### src/rtl/playfield_renderer.sv
// Playfield pixel pipeline: incremental block/offset counters, memory addressing, latency-matched
// colouring. Defining PLAYFIELD_SHADE_EN adds per-block edge highlight/shadow.

module playfield_renderer #(
   parameter int unsigned ORIGIN_H    = 40,
   parameter int unsigned ORIGIN_V    = 40,
   parameter int unsigned BLOCKS_H    = 10,
   parameter int unsigned BLOCKS_V    = 20,
   parameter int unsigned HBLK_SIZE   = 24,
   parameter int unsigned VBLK_SIZE   = 24,
   parameter int unsigned MEM_LATENCY = 1,
   parameter logic [11:0] BG_COLOR    = 12'h00F
) (
   input  logic        clk_25_175,
   input  logic        reset,
   input  logic [9:0]  hreadwire,
   input  logic [9:0]  vreadwire,
   output logic [4:0]  memselector_v,
   output logic [4:0]  memselector_h,
   input  logic [2:0]  blocktype_mem,
   output logic [11:0] pixstream
);

   localparam logic [10:0] HStart  = 11'(ORIGIN_H);
   localparam logic [10:0] HEnd    = 11'(ORIGIN_H + BLOCKS_H * HBLK_SIZE);
   localparam logic [10:0] VStart  = 11'(ORIGIN_V);
   localparam logic [10:0] VEnd    = 11'(ORIGIN_V + BLOCKS_V * VBLK_SIZE);
   localparam logic [5:0]  HOffMax = 6'(HBLK_SIZE - 1);
   localparam logic [5:0]  VOffMax = 6'(VBLK_SIZE - 1);

   logic [10:0] w_h;
   logic [10:0] w_v;
   logic        w_h_start;
   logic        w_in_h;
   logic        w_in_v;
   logic        w_in_area;
   logic [4:0]  w_h_blk;
   logic [5:0]  w_h_off;
   logic [4:0]  r_h_blk;
   logic [5:0]  r_h_off;
   logic [4:0]  r_v_blk;
   logic [5:0]  r_v_off;
   logic        r_v_sync;
   logic [4:0]  r_sel_v;
   logic [4:0]  r_sel_h;
   logic        r_s0_in_area;
   logic [MEM_LATENCY-1:0] r_dl_in_area;
   logic [11:0] w_lut;
   logic [11:0] w_pix;
   logic [11:0] r_pix;

   assign w_h       = {1'b0, hreadwire};
   assign w_v       = {1'b0, vreadwire};
   assign w_h_start = (w_h == HStart);
   assign w_in_h    = (w_h >= HStart) && (w_h < HEnd);
   assign w_in_v    = r_v_sync && (w_v >= VStart) && (w_v < VEnd);
   assign w_in_area = w_in_h && w_in_v;

   // r_h_* hold the counters of the following pixel; the origin column forces them to zero.
   assign w_h_blk = w_h_start ? 5'd0 : r_h_blk;
   assign w_h_off = w_h_start ? 6'd0 : r_h_off;

   always_ff @(posedge clk_25_175 or negedge reset) begin
      if (!reset) begin
         r_h_blk <= '0;
         r_h_off <= '0;
      end else if (w_in_h) begin
         if (w_h_off == HOffMax) begin
            r_h_off <= '0;
            r_h_blk <= w_h_blk + 5'd1;
         end else begin
            r_h_off <= w_h_off + 6'd1;
            r_h_blk <= w_h_blk;
         end
      end
   end

   always_ff @(posedge clk_25_175 or negedge reset) begin
      if (!reset) begin
         r_v_blk  <= '0;
         r_v_off  <= '0;
         r_v_sync <= 1'b0;
      end else if (hreadwire == 10'd0) begin
         if (w_v == VStart) begin
            r_v_blk  <= '0;
            r_v_off  <= '0;
            r_v_sync <= 1'b1;
         end else if ((w_v > VStart) && (w_v < VEnd)) begin
            if (r_v_off == VOffMax) begin
               r_v_off <= '0;
               r_v_blk <= r_v_blk + 5'd1;
            end else begin
               r_v_off <= r_v_off + 6'd1;
            end
         end
      end
   end

   always_ff @(posedge clk_25_175 or negedge reset) begin
      if (!reset) begin
         r_sel_v      <= '0;
         r_sel_h      <= '0;
         r_s0_in_area <= 1'b0;
      end else begin
         r_s0_in_area <= w_in_area;
         if (w_in_area) begin
            r_sel_v <= r_v_blk;
            r_sel_h <= w_h_blk;
         end
      end
   end

   always_ff @(posedge clk_25_175 or negedge reset) begin
      if (!reset) begin
         r_dl_in_area <= '0;
      end else begin
         r_dl_in_area[0] <= r_s0_in_area;
         for (int i = 1; i < int'(MEM_LATENCY); i++) begin
            r_dl_in_area[i] <= r_dl_in_area[i-1];
         end
      end
   end

`ifdef PLAYFIELD_SHADE_EN
   logic [5:0] r_s0_h_off;
   logic [5:0] r_s0_v_off;
   logic [MEM_LATENCY-1:0][5:0] r_dl_h_off;
   logic [MEM_LATENCY-1:0][5:0] r_dl_v_off;
   logic w_hi;
   logic w_lo;

   always_ff @(posedge clk_25_175 or negedge reset) begin
      if (!reset) begin
         r_s0_h_off <= '0;
         r_s0_v_off <= '0;
         r_dl_h_off <= '0;
         r_dl_v_off <= '0;
      end else begin
         r_s0_h_off    <= w_h_off;
         r_s0_v_off    <= r_v_off;
         r_dl_h_off[0] <= r_s0_h_off;
         r_dl_v_off[0] <= r_s0_v_off;
         for (int i = 1; i < int'(MEM_LATENCY); i++) begin
            r_dl_h_off[i] <= r_dl_h_off[i-1];
            r_dl_v_off[i] <= r_dl_v_off[i-1];
         end
      end
   end

   assign w_hi = (r_dl_h_off[MEM_LATENCY-1] == 6'd0) || (r_dl_v_off[MEM_LATENCY-1] == 6'd0);
   assign w_lo = (r_dl_h_off[MEM_LATENCY-1] == HOffMax) || (r_dl_v_off[MEM_LATENCY-1] == VOffMax);

   function automatic logic [3:0] f_add3(input logic [3:0] n);
      return (n >= 4'hC) ? 4'hF : n + 4'd3;
   endfunction

   function automatic logic [3:0] f_sub3(input logic [3:0] n);
      return (n <= 4'h3) ? 4'h0 : n - 4'd3;
   endfunction
`endif

   always_comb begin
      w_lut = 12'h000;
      unique case (blocktype_mem)
         3'd0: w_lut = 12'h000;
         3'd1: w_lut = 12'hF00;
         3'd2: w_lut = 12'h0F0;
         3'd3: w_lut = 12'h00F;
         3'd4: w_lut = 12'hFF0;
         3'd5: w_lut = 12'hF0F;
         3'd6: w_lut = 12'h0FF;
         3'd7: w_lut = 12'hF80;
      endcase
   end

   // Empty cells stay black; highlight takes priority over shadow on corner pixels.
   always_comb begin
      w_pix = BG_COLOR;
      if (r_dl_in_area[MEM_LATENCY-1]) begin
         if (blocktype_mem == 3'd0) begin
            w_pix = 12'h000;
         end
`ifdef PLAYFIELD_SHADE_EN
         else if (w_hi) begin
            w_pix = {f_add3(w_lut[11:8]), f_add3(w_lut[7:4]), f_add3(w_lut[3:0])};
         end else if (w_lo) begin
            w_pix = {f_sub3(w_lut[11:8]), f_sub3(w_lut[7:4]), f_sub3(w_lut[3:0])};
         end
`endif
         else begin
            w_pix = w_lut;
         end
      end
   end

   always_ff @(posedge clk_25_175 or negedge reset) begin
      if (!reset) begin
         r_pix <= '0;
      end else begin
         r_pix <= w_pix;
      end
   end

   assign pixstream     = r_pix;
   assign memselector_v = r_sel_v;
   assign memselector_h = r_sel_h;

endmodule

### config.mk
export PLATFORM = sky130hd
export DESIGN_NAME = playfield_renderer
export DESIGN_NICKNAME = d
export VERILOG_FILES = /design/src/rtl/playfield_renderer.sv
export SDC_FILE = /design/constraint.sdc
export NUM_CORES = 1
export LEC_CHECK = 0
export ABC_AREA = 1
export CAP_MARGIN = 5
export CORE_UTILIZATION = 25
export CTS_CLUSTER_DIAMETER = 100
export DETAILED_ROUTE_END_ITERATION = 16
export GPL_TIMING_DRIVEN = 0
export HOLD_SLACK_MARGIN = 0.02
export PLACE_DENSITY = 0.42
export SLEW_MARGIN = 20
export SYNTH_ARGS = -nofsm -noshare
export SYNTH_HDL_FRONTEND = slang
export SYNTH_SLANG_ARGS = --single-unit
### constraint.sdc
create_clock -name clk_25_175 -period 1.89 [get_ports clk_25_175]
set_input_delay 0.378 -clock clk_25_175 [delete_from_list [all_inputs] [get_ports clk_25_175]]
set_output_delay 0.378 -clock clk_25_175 [all_outputs]
set_load 0.1 [all_outputs]
# Word-level counts from Yosys, hierarchy flattened

Memory sizes are Yosys's and may differ from the RTL's.
Index checks and enable logic that the tools add are counted.

Bits in registers: 47
Memory bits (read-only): 96
Input port bits: 25
Output and inout bits: 22
Word-level logic and storage cells: 48
Memories: 1

Memories:

| memory           | words | width | rd ports | clocked after memory_dff | write ports | line | text |
|---|---|---|---|---|---|---|---|
| (name not given) | 8     | 12    | 1        | 0                        | 0           | 164  | `unique case (blocktype_mem)` |

$add $sub $neg: 4
$lt $le $gt $ge: 5
Equal/unequal tests: 4
Muxes and demuxes: 12
Reduce and logical (&&, ||, !) cells: 12

Operators by type and width:

| operator               | count |
|---|---|
| $mux W6                | 5 |
| $mux W5                | 5 |
| $mux W12               | 2 |
| $eq A10 B6 Y1 const B  | 2 |
| $ge A10 B6 Y1 const B  | 2 |
| $add A6 B1 Y6 const B  | 2 |
| $eq A6 B5 Y1 const B   | 2 |
| $add A5 B1 Y5 const B  | 2 |
| $gt A10 B6 Y1 const B  | 1 |
| $logic_not A10 Y1      | 1 |
| $lt A10 B10 Y1 const B | 1 |
| $lt A10 B9 Y1 const B  | 1 |
| $logic_and A1 B1 Y1    | 5 |
| $reduce_and A2 Y1      | 2 |
| $reduce_bool A2 Y1     | 2 |
| $logic_not A3 Y1       | 1 |
| $reduce_and A3 Y1      | 1 |

# Logic depth before layout (Yosys ltp)

Gate-level depths: netlist of the first run.

Depth in word-level cells: 4
Depth in mapped cells: 12
Depth with buffers taken out: 12

# Worst setup path before layout of the first run

OpenSTA, ideal clock, no wires.

Path type: reg2out
Start: reg r_pix[10] (netlist: pixstream[10])
End: out pixstream[10]
Arrival time: 1.357 ns
Data required time: 1.512 ns
Path slack: 0.155 ns
Cell stages (with the launch flop): 2
Buffers on the path: 1
Cells stage by stage: dfrtp_1 -> buf_4

RTL lines:

| what                   | line | text |
|---|---|---|
| from (decl)            | 50   | `logic [11:0] r_pix;` |
| from (signal assigned) | 200  | `r_pix <= w_pix;` |
| to (decl)              | 21   | `output logic [11:0] pixstream` |

No word-level cell between the ends.

# Worst setup path in the final report of the first run

Start: reg r_pix[7] (netlist: pixstream[7])
End: out pixstream[7]

No word-level cell between the ends.

==> out/qor.yml, run 1 <==
setup_path:
  worstPathArrival_ns: 1.45
  worstSetupEndpointType: "output port"
  crit_type: "register to output port"
  required_ns: 1.51
  ff2ff_setup_slack_ns: 0.29
  crit_path_max_fanout: 1
  path_delay_family: "buffers and inverters"
  rr_worst_depth: 8
  cpMaxStageDelayCell: "dlygate4sd2_1"
  cp.depth: 1
  cp_cell_sequence: "dlygate4sd2_1"
  r2r-start: "r_v_off[0]"
  reg2reg_to: "r_v_blk[0]"
  cp-start-kind: "register"
  critPathBufInv: 1
  critical-path-max-stage-delay_ns: 0.84
routing:
  finalWirelength_mm: 5.19
  antenna_left: 0
  wire_per_inst_um: 11.6
  drt_iter0_drc: 71
  drt_first_pass_iters: 10
  remaining_drc_errors: 6
  vias_per_cell: 4.25
  vias: 1897
synthesis:
  netlist_area_um2: 2300
  syn_area_per_cell_um2: 8.29
  synth_fp_nets: 313
  synthCells: 278
  synth_flop_cell: "dfrtp_1"
  synth_simple_gate_area_frac: 0.306
  synth_fa_ha_area_frac: 0.0543
  synth_xor_xnor_area_share: 0.0228
  synth_edf_count: 0
  synthMuxAreaShare: 0
  ys_seq_area_frac: 0.424
  async_reset_ff_frac: 1.00
  yosysWarnings: 0
  ys_seq_elements: 39
  synth_compound_gate_area_share: 0.0994
  synth.distinct_cells: 35
  synth_top_family_by_area: "simple AND/OR/NAND/NOR gates"
placed_design:
  placed_cell_area_um2: 2920
  post-place-ws_ns: -0.417
  place_congestion: 0.733
  io_buffers: 46
  dp_hpwl_mm: 3.79
floorplanning:
  die_w_um: 98.0
  core_um2: 8810
  start_util: 0.262
  design.die.area_um2: 9600
  num_rows: 34
  io_pins: 47
  dieHeight_um: 98.0
pwr:
  powerDensity_nw_per_um2: 720
  irDropWorstVdd_mv: 0.341
  power_leakage_nw: 1.62
final_layout:
  nets: 372
  antenna_cells: 0
  final_layout_size_suffix_gt1_frac: 0.257
  design_area_um2: 3120
  area_growth_pct: 35.4
timing:
  rsz0062_at_grt: "no"
  drv_slew: 0
  fmax_mhz: 548
  tightest_slew_ns: 0.951
  slew_headroom: 0.368
  finalSetupViolCount: 0
  min_period_ns: 1.82
  min_period_over_period: 0.965
  fin_skew_ns: 0.0111
  tns_ns: 0
  setup_ws_ns: 0.0664
  hold_ws_ns: 0.0362
  hold_viol_final: 0
global_routing:
  grt_usage: 0.118
  grt_pass1_wl_mm: 9.05
  overflow: 0
  grt_max_degree: 22
  grt_pass1_vias: 1880
  grt_antenna_before_repair: 0
clock_network:
  cts_buffers: 5
  clkSlewWorstSetupHoldPaths_ns: 0.08
  cts_hold_buf: 0
  cts_tree: "done"
  cts_sinks: 39
  cts_root_buf: "clkbuf_8"
  htree_levels: 2
  clock_path_buffers: 2
  insertion_delay_ns: 0.29
run_status:
  status: "finished, violations left"
  violations: "DRC"
hold_path:
  min_path_type: "input pin to async pin"
run:
  maxCapViolations: 0
through the flow:
stage | std cells | utilization | total power [mW]
after floorplan | 278 | - | 1.31
after global placement | 432 | 0.329 | 1.46
after detailed placement | 433 | 0.332 | 1.46
after CTS | 441 | 0.350 | 2.24
after global routing | 446 | 0.354 | 2.41
final | 446 | 0.354 | 2.25
cells in the final DEF, fill, tap and decap left out, types with 7 or more instances in the layout:
master	n
nand2_1	59
dfrtp_1	39
inv_1	29
nor2_1	24
nand3_1	18
o21ai_0	16
clkdlybuf4s50_1	16
buf_4	14
clkbuf_2	11
clkdlybuf4s15_2	9
ha_1	8
nor2_4	7
nor2_2	7
o21ai_1	7
dlymetal6s2s_1	7
cells by family after synthesis:
| kind of cell | count (synthesis) |
|---|---|
| compound gates | 36 |
| xor+xnor | 6 |
| fa+ha+maj | 10 |
| simple gates | 144 |
| flops | 39 |
| buf+inv | 43 |
report_power, final:
group | switching (mW) | total, mW | internal, mW
sequential | 0.0642 | 0.974 | 0.910
clock | 0.306 | 0.734 | 0.428
combinational | 0.305 | 0.537 | 0.232
total | 0.675 | 2.25 | 1.57
state kept, by name, summed over array words and instances, names as in the netlist:
| register | cells |
|---|---|
| r_v_blk | 5 |
| pixstream | 4 |
| r_v_off | 6 |
| r_h_blk | 5 |
| memselector_h | 5 |
| r_v_sync | 1 |
| memselector_v | 5 |
| r_h_off | 6 |
| r_s0_in_area | 1 |
| r_dl_in_area | 1 |
what timing repair did:
action	CTS	global route
pin swaps	2	7
setup endpoints to repair	29	19
hold endpoints to repair	0	0
resized for setup	58	30
buffers inserted	0	5
worst register-to-register path, cell delays in order (launching register included):
cell and delay [ns]:
dfrtp_1 0.38, ha_1 0.16, nand2_1 0.09, nor4_1 0.29, nor2_1 0.15, nor2_1 0.14, nand2_2 0.14, nand2_1 0.09
o21ai_1 0.06
layout make-up:
type | count | area (um^2)
Buffer | 11 | 93.8
Clock inverter | 2 | 35.0
Tap cell | 108 | 135
Fill cell | 908 | 5690
Clock buffer | 6 | 82.6
Timing Repair Buffer | 52 | 490
Multi-Input combinational cell | 196 | 1180
Sequential cell | 39 | 976
Inverter | 32 | 123
layer usage:
layer / up-vias / part of all wire / routed length, um / track usage
li1: 1011 / - / - / -
met5: - / 0 / 0 / 0
met3: 6 / 0.041 / 214 / 0.0258
met4: 0 / 0.016 / 83 / 0.0420
met1: 845 / 0.50 / 2600 / 0.159
met2: 35 / 0.44 / 2290 / 0.186
Yosys cell counts (4+ instances only):
cell,count,area share
o21ai_0,17,0.037
xor2_1,4,0.015
dfrtp_1,39,0.42
nor2_1,28,0.046
nand2_2,7,0.019
buf_4,8,0.026
nor3_1,4,0.0087
nor2_2,8,0.022
inv_1,29,0.047
ha_1,10,0.054
nand2_1,60,0.098
o21ai_1,6,0.013
nand3_1,19,0.041
nand4_1,6,0.016
worst max-delay path by stage:
stage	endpoint	slack [ns]	from
floorplan	pixstream[10]	0.15	pixstream[10]
CTS	memselector_h[0]	0.0003	memselector_h[0]
detailed placement	r_h_blk[4]	-0.42	hreadwire[4]
finish	pixstream[7]	0.07	pixstream[7]
global route	r_h_blk[4]	0.003	hreadwire[2]
global placement	r_h_off[5]	-0.72	reset
Power figures use the tool's default switching activity.
==> run 2, diff against run 1 <==
SKIP_CTS_REPAIR_TIMING = 1   (was default)
==> run 2 against run 1 <==
The flow still finishes with violations (DRC). Fmax shrank 0.25%. Cell area rose by 1.6%. Global-route usage fell by 0.17 points. Die area unchanged. Combinational power is 6.9% higher. Setup slack worse by 0.0045 ns. Via count up 0.53%. Power grew 1.9%. Largest power group unchanged. Highest routed layer unchanged.
==> out/qor.yml, run 2 (synthesis results as in run 1) <==
setup_path:
  cp-start-kind: "input pin"  # was register
  cp_cell_sequence: "clkdlybuf4s50_1, nor2_4, nand2_2, nor2_1, nand2_2, nand2_2, inv_1, ha_2, inv_1, nor3_2, nand3_1, nand2_1, nand2_1"  # was dlygate4sd2_1
  r2r-start: "r_v_off[0]"  # unchanged
  reg2reg_to: "r_v_blk[0]"  # unchanged
  critPathBufInv: 3  # was 1
  worstPathArrival_ns: 2.02  # was 1.45 ns
  ff2ff_setup_slack_ns: 0.29  # about the same
  crit_top_cell: "nand2_2"
  crit_path_max_fanout: 7  # was 1
  rr_worst_depth: 8  # unchanged
  required_ns: 2.08  # was 1.51 ns
  crit_type: "input pin to register"  # was register to output port
  cpMaxStageDelayCell: "clkdlybuf4s50_1"  # was dlygate4sd2_1
  worstSetupEndpointType: "register"  # was output port
  critical-path-max-stage-delay_ns: 0.50  # was 0.84 ns
  path_delay_family: "simple AND/OR/NAND/NOR gates"  # was buffers and inverters
timing:
  setup_ws_ns: 0.0619  # was 0.0664 ns
  fin_skew_ns: 0.0129  # was 0.0111 ns
  slew_headroom: 0.334  # was 0.368
  min_period_over_period: 0.967  # was 0.965
  drv_slew: 0  # unchanged
  fmax_mhz: 547  # was 548 MHz
  hold_viol_final: 0  # unchanged
  tightest_slew_ns: 0.997  # was 0.951 ns
  min_period_ns: 1.83  # was 1.82 ns
  finalSetupViolCount: 0  # unchanged
pwr:
  powerDensity_nw_per_um2: 722  # was 720 nW/um^2
  switchingPower_mw: 0.695  # was 0.675 mW
  p_total_mw: 2.29  # was 2.25 mW
  switching_share: 0.304  # was 0.301
  power_leakage_nw: 1.79  # was 1.62 nW
  p_seq_frac: 0.427  # was 0.434
  combPwrFrac: 0.251  # was 0.239
  clock_power_share: 0.323  # was 0.327
  p_int_mw: 1.59  # was 1.57 mW
  irDropWorstVdd_mv: 0.349  # was 0.341 mV
global_routing:
  overflow: 0  # unchanged
  grt_max_degree: 22  # unchanged
  grt_pass1_wl_mm: 8.93  # was 9.05 mm
  grt_pass1_vias: 1856  # was 1880
  grt_usage: 0.116  # was 0.118
  grt_antenna_before_repair: 0  # unchanged
placed_design:
  dp_cells: 433  # unchanged
  io_buffers: 46  # unchanged
  place_congestion: 0.733  # unchanged
  post-place-ws_ns: -0.417  # unchanged
  dp_hpwl_mm: 3.79  # unchanged
  placed_cell_area_um2: 2920  # unchanged
clock_network:
  cts_root_buf: "clkbuf_8"  # unchanged
  insertion_delay_ns: 0.29  # about the same
  cts_buffers: 5  # unchanged
  cts_sinks: 39  # unchanged
  cts_tree: "done"  # unchanged
  htree_levels: 2  # unchanged
  clkSlewWorstSetupHoldPaths_ns: 0.08  # about the same
  clock_path_buffers: 2  # unchanged
final_layout:
  layout_common_cells: "nand2_1 (59), dfrtp_1 (39), inv_1 (29), nor2_1 (25), clkdlybuf4s50_1 (19)"  # was nand2_1 (59), dfrtp_1 (39), inv_1 (29), nor2_1 (24), nand3_1 (18)
  final_common_cell: "nand2_1"  # unchanged
  largest_registers: "r_h_off x6, r_v_off x6"  # unchanged
  final_layout_size_suffix_gt1_frac: 0.222  # was 0.257
  nets: 372  # unchanged
  final_cells: 446  # unchanged
  antenna_cells: 0  # unchanged
  area_growth_pct: 37.6  # was 35.4%
  design_area_um2: 3170  # was 3120 um^2
  fin_util: 0.360  # was 0.354
routing:
  vias_per_cell: 4.28  # was 4.25
  vias: 1907  # was 1897
  drt_iter0_drc: 71  # unchanged
  finalWirelength_mm: 5.20  # was 5.19 mm
  remaining_drc_errors: 6  # unchanged
  wire_per_inst_um: 11.7  # was 11.6 um
  drt_first_pass_iters: 10  # unchanged
  antenna_left: 0  # unchanged
floorplanning:
  design.die.area_um2: 9600  # unchanged
  die_w_um: 98.0  # unchanged
  num_rows: 34  # unchanged
  start_util: 0.262  # unchanged
  io_pins: 47  # unchanged
  core_um2: 8810  # unchanged
  dieHeight_um: 98.0  # unchanged
run:
  maxCapViolations: 0  # unchanged
run_status:
  violations: "DRC"  # unchanged
  status: "finished, violations left"  # unchanged
hold_path:
  min_path_type: "input pin to async pin"  # unchanged
==> run 2: how the worst max path moves through the flow <==
| stage | from | to | slack [ns] | cells after the start |
|---|---|---|---|---|
| floorplan | pixstream[10] | pixstream[10] | 0.15 | 1 |
| global placement | reset | r_h_off[5] | -0.72 | 1 |
| detailed placement | hreadwire[4] | r_h_blk[4] | -0.42 | 13 |
| CTS | pixstream[3] | pixstream[2] | -0.41 | 2 |
| global route | hreadwire[8] | r_h_blk[4] | -0.03 | 13 |
| finish | hreadwire[8] | r_h_blk[4] | 0.06 | 13 |
==> run 2: routing by layer <==
metal | vias to the layer above | track usage | part of all wire | wire [um]
met5 | - | 0 | 0 | 0
met4 | 0 | 0.0420 | 0.019 | 99
met3 | 8 | 0.0251 | 0.041 | 211
met2 | 37 | 0.180 | 0.44 | 2270
met1 | 855 | 0.159 | 0.50 | 2630
li1 | 1007 | - | - | -
==> run 2: final cells by class <==
cell class | instances | area (um^2)
clock inverter | 2 | 35.0
buffer | 11 | 97.6
multi-input combinational | 196 | 1190
clock buffer | 6 | 82.6
inverter | 32 | 123
tap | 108 | 135
timing repair buffer | 52 | 528
fill | 900 | 5640
sequential | 39 | 976
==> run 2: worst register-to-register path: stages (launching register included) <==
cell	delay (ns)
dfrtp_1	0.38
ha_1	0.16
nand2_1	0.09
nor4_1	0.29
nor2_1	0.15
nor2_1	0.14
nand2_2	0.14
nand2_1	0.09
o21ai_1	0.06
==> run 2: power groups by stage <==
stage | Combinational, mW | Sequential (mW) | Clock, mW
after floorplan | 0.336 | 0.970 | 0
after global placement | 0.471 | 0.984 | 0
after detailed placement | 0.479 | 0.984 | 0
after CTS | 0.481 | 0.967 | 0.763
after global routing | 0.658 | 0.987 | 0.807
final | 0.574 | 0.975 | 0.737
==> run 2: metrics by stage <==
step | TNS, ns | hold WS (ns)
after floorplan | 0 | 0.0824
after global placement | -34.22 | 0.333
after detailed placement | -6.22 | 0.340
after CTS | -7.76 | 0.0552
after global routing | -0.0292 | 0.0623
final | 0 | 0.0376
